$ cat config.mk
export PLATFORM = sky130hd
export DESIGN_NAME = coffee_brew_sequencer
export DESIGN_NICKNAME = d
export VERILOG_FILES = /design/src/rtl/coffee_brew_sequencer.sv
export SDC_FILE = /design/constraint.sdc
export NUM_CORES = 1
export LEC_CHECK = 0
export ABC_AREA = 0
export BUFFER_PORTS_ARGS = -buffer_cell sky130_fd_sc_hd__buf_2
export CAP_MARGIN = 15
export CORE_MARGIN = 4
export CORE_UTILIZATION = 56
export CTS_CLUSTER_SIZE = 8
export DETAILED_ROUTE_END_ITERATION = 10
export PLACE_DENSITY = 0.8
export SKIP_CTS_REPAIR_TIMING = 1
export SYNTH_ARGS = -nofsm -noshare
export SYNTH_HDL_FRONTEND = slang
export SYNTH_SLANG_ARGS = --single-unit
$ cat constraint.sdc
create_clock -name clk -period 3.3 [get_ports clk]
set_input_delay 0.33 -clock clk [delete_from_list [all_inputs] [get_ports clk]]
set_output_delay 0.33 -clock clk [all_outputs]
set_load 0.05 [all_outputs]
$ cat src/rtl/coffee_brew_sequencer.sv
// Coffee brew sequencer: latches a recipe on start, waits for a cup, then runs
// pump -> dispense -> sugar -> stir on a shared 16-bit down-counter and pulses f.
//
// state    | meaning
// IDLE     | waiting for start
// WAIT_CUP | recipe latched, waiting for the cup sensor (bounded by CUP_TIMEOUT)
// PUMP     | p on for PUMP_CYC cycles
// DISPENSE | recipe m/w/c on for DISPENSE_CYC cycles
// SUGAR    | s on for SUGAR_CYC cycles (sugar recipes only)
// STIR     | st on for STIR_CYC cycles (stirring recipes only)
// DONE     | one-cycle finish pulse on f
// ERROR    | timeout, cup removal or bad selection; held until err_clr or abort
module coffee_brew_sequencer #(
  parameter int PUMP_CYC     = 4,
  parameter int DISPENSE_CYC = 6,
  parameter int SUGAR_CYC    = 2,
  parameter int STIR_CYC     = 3,
  parameter int CUP_TIMEOUT  = 10
) (
  input  logic       clk,
  input  logic       rst,
  input  logic       start,
  input  logic [2:0] drink_sel,
  input  logic       cup_present,
  input  logic       abort,
  input  logic       err_clr,
  output logic       p,
  output logic       m,
  output logic       w,
  output logic       c,
  output logic       s,
  output logic       st,
  output logic       f,
  output logic       busy,
  output logic       err,
  output logic [2:0] phase
);

  typedef enum logic [2:0] {
    IDLE     = 3'd0,
    WAIT_CUP = 3'd1,
    PUMP     = 3'd2,
    DISPENSE = 3'd3,
    SUGAR    = 3'd4,
    STIR     = 3'd5,
    DONE     = 3'd6,
    ERROR    = 3'd7
  } state_t;

  localparam logic [15:0] PUMP_LD  = 16'(PUMP_CYC - 1);
  localparam logic [15:0] DISP_LD  = 16'(DISPENSE_CYC - 1);
  localparam logic [15:0] SUGAR_LD = 16'(SUGAR_CYC - 1);
  localparam logic [15:0] STIR_LD  = 16'(STIR_CYC - 1);
  localparam logic [15:0] CUP_LD   = 16'(CUP_TIMEOUT - 1);

  state_t      state, state_nxt;
  logic [15:0] cnt, cnt_nxt;
  logic [2:0]  rec, rec_nxt;
  logic [4:0]  rcp_cur, rcp_nxt;

  // Recipe bits are {milk, water, coffee, sugar, stir}; codes 6/7 decode to nothing.
  function automatic logic [4:0] recipe(input logic [2:0] code);
    case (code)
      3'd0:    recipe = 5'b10011;
      3'd1:    recipe = 5'b10000;
      3'd2:    recipe = 5'b01111;
      3'd3:    recipe = 5'b01101;
      3'd4:    recipe = 5'b10111;
      3'd5:    recipe = 5'b10101;
      default: recipe = 5'b00000;
    endcase
  endfunction

  assign rcp_cur = recipe(rec);
  assign rcp_nxt = recipe(rec_nxt);
  assign phase   = state;

  // Next-state and counter logic; priority is abort, then cup removal, then expiry.
  always_comb begin
    state_nxt = state;
    rec_nxt   = rec;
    cnt_nxt   = (cnt != 16'd0) ? cnt - 16'd1 : 16'd0;
    if (abort && state != IDLE) begin
      state_nxt = IDLE;
      cnt_nxt   = 16'd0;
    end else begin
      case (state)
        IDLE: begin
          cnt_nxt = 16'd0;
          if (start) begin
            rec_nxt = drink_sel;
            if (drink_sel > 3'd5) begin
              state_nxt = ERROR;
            end else begin
              state_nxt = WAIT_CUP;
              cnt_nxt   = CUP_LD;
            end
          end
        end
        WAIT_CUP: begin
          if (cup_present) begin
            state_nxt = PUMP;
            cnt_nxt   = PUMP_LD;
          end else if (cnt == 16'd0) begin
            state_nxt = ERROR;
          end
        end
        PUMP, DISPENSE, SUGAR, STIR: begin
          if (!cup_present) begin
            state_nxt = ERROR;
            cnt_nxt   = 16'd0;
          end else if (cnt == 16'd0) begin
            case (state)
              PUMP: begin
                state_nxt = DISPENSE;
                cnt_nxt   = DISP_LD;
              end
              DISPENSE: begin
                if (rcp_cur[1]) begin
                  state_nxt = SUGAR;
                  cnt_nxt   = SUGAR_LD;
                end else if (rcp_cur[0]) begin
                  state_nxt = STIR;
                  cnt_nxt   = STIR_LD;
                end else begin
                  state_nxt = DONE;
                end
              end
              SUGAR: begin
                if (rcp_cur[0]) begin
                  state_nxt = STIR;
                  cnt_nxt   = STIR_LD;
                end else begin
                  state_nxt = DONE;
                end
              end
              default: state_nxt = DONE;
            endcase
          end
        end
        DONE:    state_nxt = IDLE;
        ERROR: begin
          cnt_nxt = 16'd0;
          if (err_clr) state_nxt = IDLE;
        end
        default: state_nxt = IDLE;
      endcase
    end
  end

  // State registers plus outputs registered from the next state so they are glitch-free.
  always_ff @(posedge clk) begin
    if (rst) begin
      state <= IDLE;
      cnt   <= 16'd0;
      rec   <= 3'd0;
      p     <= 1'b0;
      m     <= 1'b0;
      w     <= 1'b0;
      c     <= 1'b0;
      s     <= 1'b0;
      st    <= 1'b0;
      f     <= 1'b0;
      busy  <= 1'b0;
      err   <= 1'b0;
    end else begin
      state <= state_nxt;
      cnt   <= cnt_nxt;
      rec   <= rec_nxt;
      p     <= (state_nxt == PUMP);
      m     <= (state_nxt == DISPENSE) && rcp_nxt[4];
      w     <= (state_nxt == DISPENSE) && rcp_nxt[3];
      c     <= (state_nxt == DISPENSE) && rcp_nxt[2];
      s     <= (state_nxt == SUGAR);
      st    <= (state_nxt == STIR);
      f     <= (state_nxt == DONE);
      busy  <= (state_nxt != IDLE) && (state_nxt != ERROR);
      err   <= (state_nxt == ERROR);
    end
  end

endmodule
Word level (Yosys, flattened, before mapping):

Cells that the tools add are included.

* register bits after elaboration: 31
* bits in latches: 0
* bits in writable memories: 0
* memory bits (read-only): 0
* input bits: 9
* memories kept: 0

* add/sub/neg operators: 1
* multiply operators: 0
* divide/modulo/power cells: 0
* $lt $le $gt $ge: 1
* eq/ne operators: 24
* shifts and indexed selects: 0
* mux-type cells: 27
* bitwise logic cells: 0
* reduce and logical (&&, ||, !) cells: 14

Operators with widths (count)
* 16-bit two-way mux: 6
* 16-bit case mux with 4 select lines: 1
* 16-bit case mux with 3 select lines: 1
* 3-bit == test, second input constant: 12
* 3-bit two-way mux: 11
* 5-bit case mux with 6 select lines: 1
* 3-bit by 2-bit == test with 1-bit output, second input constant: 8
* 16-bit zero test: 1
* 16-bit nonzero test: 1
* 16-bit by 1-bit subtractor with 16-bit output, second input constant: 1
* 3-bit case mux with 5 select lines: 1
* 2-bit case mux with 6 select lines: 1
* 3-bit by 1-bit == test with 1-bit output, second input constant: 3
* 3-bit zero test: 3
* 3-bit case mux with 3 select lines: 1
* 4-bit two-way mux: 2
* 3-bit nonzero test: 2
* 1-bit logical AND: 5
* 2-bit two-way mux: 2
* 4-bit OR reduction: 1
* 3-bit greater-than comparator, second input constant: 1
* 3-bit inequality test, second input constant: 1
* 2-bit OR reduction: 1

Depth between registers and ports, before layout:

* depth in word-level cells: 11
* gate-level depth with buffers: 9
* gate-level depth less buffers: 8

Worst setup path after synthesis:

Ideal clock, no wire load.

* path kind: register to register
* start point: register state[0], in the netlist phase[0]
* end point: register busy
* setup time: 0.120 ns
* arrival: 1.996 ns
* data required time: 3.180 ns
* setup slack: 1.184 ns
* stages on the path, launching flop included: 7
* buffers on the path: 0
* period minus slack after synthesis: 2.116 ns
* cells stage by stage: dfxtp_1 -> nand2b_1 -> o2bb2ai_1 -> a2111oi_2 -> a31oi_4 -> and2b_1 -> o2bb2ai_1

* longest elaborated chain between the ends: 8
* elaborated cells on any way between the ends: 23
* classes of those cells: 8 x eq/ne; 9 x mux; 6 x reduce/logical

RTL lines
* start, declared: RTL line 56 `state_t state, state_nxt;`
* start signal, assigned: RTL line 167 `state <= state_nxt;`
* 3-bit == test or 3-bit by 2-bit == test with 1-bit output (tied branches): RTL line 87, 113
* 3-bit case mux with 3 select lines: RTL line 113 `case (state)`
* 3-bit two-way mux: RTL line 112 `end else if (cnt == 16'd0) begin`
* 3-bit two-way mux: RTL line 109 `if (!cup_present) begin`
* 3-bit case mux with 5 select lines: RTL line 87 `case (state)`
* 3-bit two-way mux *: RTL line 83 `if (abort && state != IDLE) begin`
* 3-bit inequality test or 3-bit nonzero test (tied branches): RTL line 177 `busy <= (state_nxt != IDLE) && (state_nxt != ERROR);`
* 1-bit logical AND *: RTL line 177
* end signal, assigned: RTL line 177
* end, declared: RTL line 34 `output logic busy,`

Mark *: on every way between the ends. The rest lies on a longest branch, timed or not.
A chain may end at the register's enable or synchronous reset.

Worst setup path after layout:

* start point: register state[1], in the netlist phase[1]
* end point: register cnt[3]

* longest elaborated chain between the ends: 5
* elaborated cells on any way between the ends: 15
* classes of those cells: 6 x eq/ne; 4 x mux; 5 x reduce/logical

RTL lines
* 3-bit == test or 3-bit by 2-bit == test with 1-bit output (tied branches): RTL line 87, 113
* 16-bit case mux with 3 select lines: RTL line 113
* 16-bit two-way mux: RTL line 112
* 16-bit two-way mux: RTL line 109
* 16-bit case mux with 4 select lines: RTL line 87
* end signal, assigned: RTL line 168 `cnt <= cnt_nxt;`
* end, declared: RTL line 57 `logic [15:0] cnt, cnt_nxt;`

Several ways; a longest one is shown, not always the timed one.

==> results.yml <==
status:
  status: "finished, final reports clean"
floorplan:
  die_area_um2: 3972
  core-area_um2: 2829
  start_util_pct: 59.93
  die_y_um: 63.02
  die_w_um: 63.02
  rows: 19
  io_pins: 21
min_path:
  min_path_type: "primary input to flop"
global_routing:
  grt_pass1_vias: 1439
  gr-total-overflow: 0
  grt_max_degree: 17
  antenna_found_initial: 0
  grt_pass1_wl_um: 6589
  grt_util_all_layers_pct: 20.59
clock_tree:
  cts_htree_levels: 2
  clk_latency_ns: 0.33
  clk_pin_slew_ns: 0.10
  cts_num_sinks: 31
  tritoncts: "yes"
  numCtsBuffers: 5
  ctsRootBufferMaster: "clkbuf_4"
  cts.path.max_buffers: 2
sta:
  slew_viol_final: 0
  rsz0062_at_grt: "no"
  worst_pin_slew_ns: 0.7666
  max-slew-margin-rel_pct: 48.89
  setup_viol: 0
  worst_clock_skew_ns: 0.007567
  tns_ns: 0
  max_freq_mhz: 411.2
  min_period_ns: 2.432
  period_share_pct: 73.70
  hold_viol: 0
yosys:
  ys_top_cells_by_area: "dfxtp_1 37%, nor2_1 6.0%, xnor2_1 4.6%, xor2_1 3.1%, nand2_1 2.9%"
  ys_warn_count: 0
  syn_inst: 190
  synth.avg_cell_area_um2: 8.923
  ys_seq_elements: 31
  synth_cell_types: 56
  synthArstFlopShare_pct: 0
  yosys-top-cells-count: "31 x dfxtp_1, 27 x nor2_1, 13 x nand2_1, 9 x xnor2_1, 8 x nor3_1"
  synth_seq_area_share_pct: 36.61
  synthesis.area_um2: 1695
  synth-edff-count: 0
  yosysTopAreaCellShare_pct: 36.61
  ys.flop_type: "dfxtp_1"
  synth_largest_area_cell: "dfxtp_1"
  synth_nets: 200
  synth_most_common_cell: "dfxtp_1"
critical_path:
  startpoint_type: "flop"
  r2r_cells: 4
  critPathMaxFanout: 16
  r2r-start: "phase[1]"
  reg2reg_slack_ns: 0.87
  required_ns: 3.54
  crit_arrival_ns: 2.68
  reg2reg_to: "cnt[3]"
  endpoint_kind: "flop"
  crit_path_end: "cnt[3]"
  crit_start: "phase[1]"
  critPathKind: "flop to flop"
placed_design:
  numPortBuffers: 20
  place.gp.congestion: 0.9673
  hpwl_um: 2740
detailed_routing:
  drt_wl_total_um: 3625
  vias_per_cell: 6.132
  wl_per_cell_um: 14.98
  drt_iter0_markers: 67
  ant_nets: 0
  firstDrtPassIters: 4
  via_count: 1484
  route.detailed.drc: 0
cells_and_area:
  multi_input_area_um2: 1010
  antennaDiodeCount: 0
  drive_above_1_share_pct: 20.85
  regArea_um2: 620.6
  syn_to_final_growth_pct: 9.963
  finalNetCount: 220
  n_fill_cell: 246
run:
  max_cap_violations: 0
[cells by family (layout without fill, tap and decap cells)]
family	count (synthesis)	count (layout)	share of synthesized area [%]
AOI/OAI and AO/OA	35	35	16.75
xor gates and xnor gates	15	15	7.749
adders and majority gates	1	1	0.7379
buffers and inverters	13	34	3.837
DFF	31	31	36.61
muxes	3	3	1.771
and+or+nand+nor	92	92	32.55
[flip-flops by register name (all words and copies together) (netlist names)]
register,flops
m,1
f,1
w,1
busy,1
cnt,16
c,1
p,1
phase,3
s,1
rec,3
err,1
st,1
[metrics by stage]
step	setup slack, ns	hold slack [ns]	utilization [%]	cell area (um^2)	cells
global placement	1.125	0.5042	63.33	1792	234
global route	0.6209	0.2245	65.90	1864	242
CTS	0.8705	0.2183	65.90	1864	242
finish	0.8679	0.2283	65.90	1864	242
detailed placement	0.9021	0.5165	63.33	1792	234
floorplan	1.184	0.4024	-	1695	190
[cell usage in the layout (no fill, tap or decap), types with 2 or more instances in the layout]
cell type / count
dfxtp_1: 31
nor2_1: 27
buf_2: 20
nand2_1: 13
xnor2_1: 9
nor3_1: 8
inv_1: 6
nand2b_1: 6
a21oi_1: 6
nor2b_1: 6
xor2_1: 6
o21ai_0: 5
clkbuf_4: 5
and2_1: 4
nand3_1: 4
nor4_1: 3
o21a_1: 3
mux2i_1: 3
nor4_2: 2
nor3b_1: 2
or3_1: 2
o31ai_1: 2
o2bb2ai_1: 2
a31oi_1: 2
nor2_2: 2
clkbuf_8: 2
[worst min path at each step]
stage	from	end	slack [ns]	cells past startpoint
2_1_floorplan	rst	rec[0]	0.40	1
3_3_place_gp	cnt[5]	cnt[5]	0.50	2
3_5_place_dp	cnt[5]	cnt[5]	0.52	2
4_1_cts	rst	rec[1]	0.22	2
5_1_grt	rst	rec[1]	0.22	2
6_report	rst	rec[2]	0.23	2
[layout make-up]
type / count / share of cell area, %
inverters: 6 / 1.208
flip-flops and latches: 31 / 33.29
well taps: 31 / 2.081
multi-input cells: 146 / 54.16
clock buffers: 7 / 3.490
clock inverters: 1 / 0.4027
repair buffers: 20 / 5.369
[critical path, stage by stage, from the launching register on]
cell and delay (ns):
dfxtp_1 0.49, or3_1 0.43, a21oi_1 0.63, nand2_1 0.50
o21ai_0 0.30
[layer usage]
layer / track usage [%] / wire, um
met5: 0 / 0
met3: 4.856 / 257
met2: 35.70 / 1829
met1: 25.50 / 1502
met4: 4.959 / 36
Power is left out: the tool's default activity adds up to more than one toggle a clock period on the data nets, which glitch-free logic cannot reach.
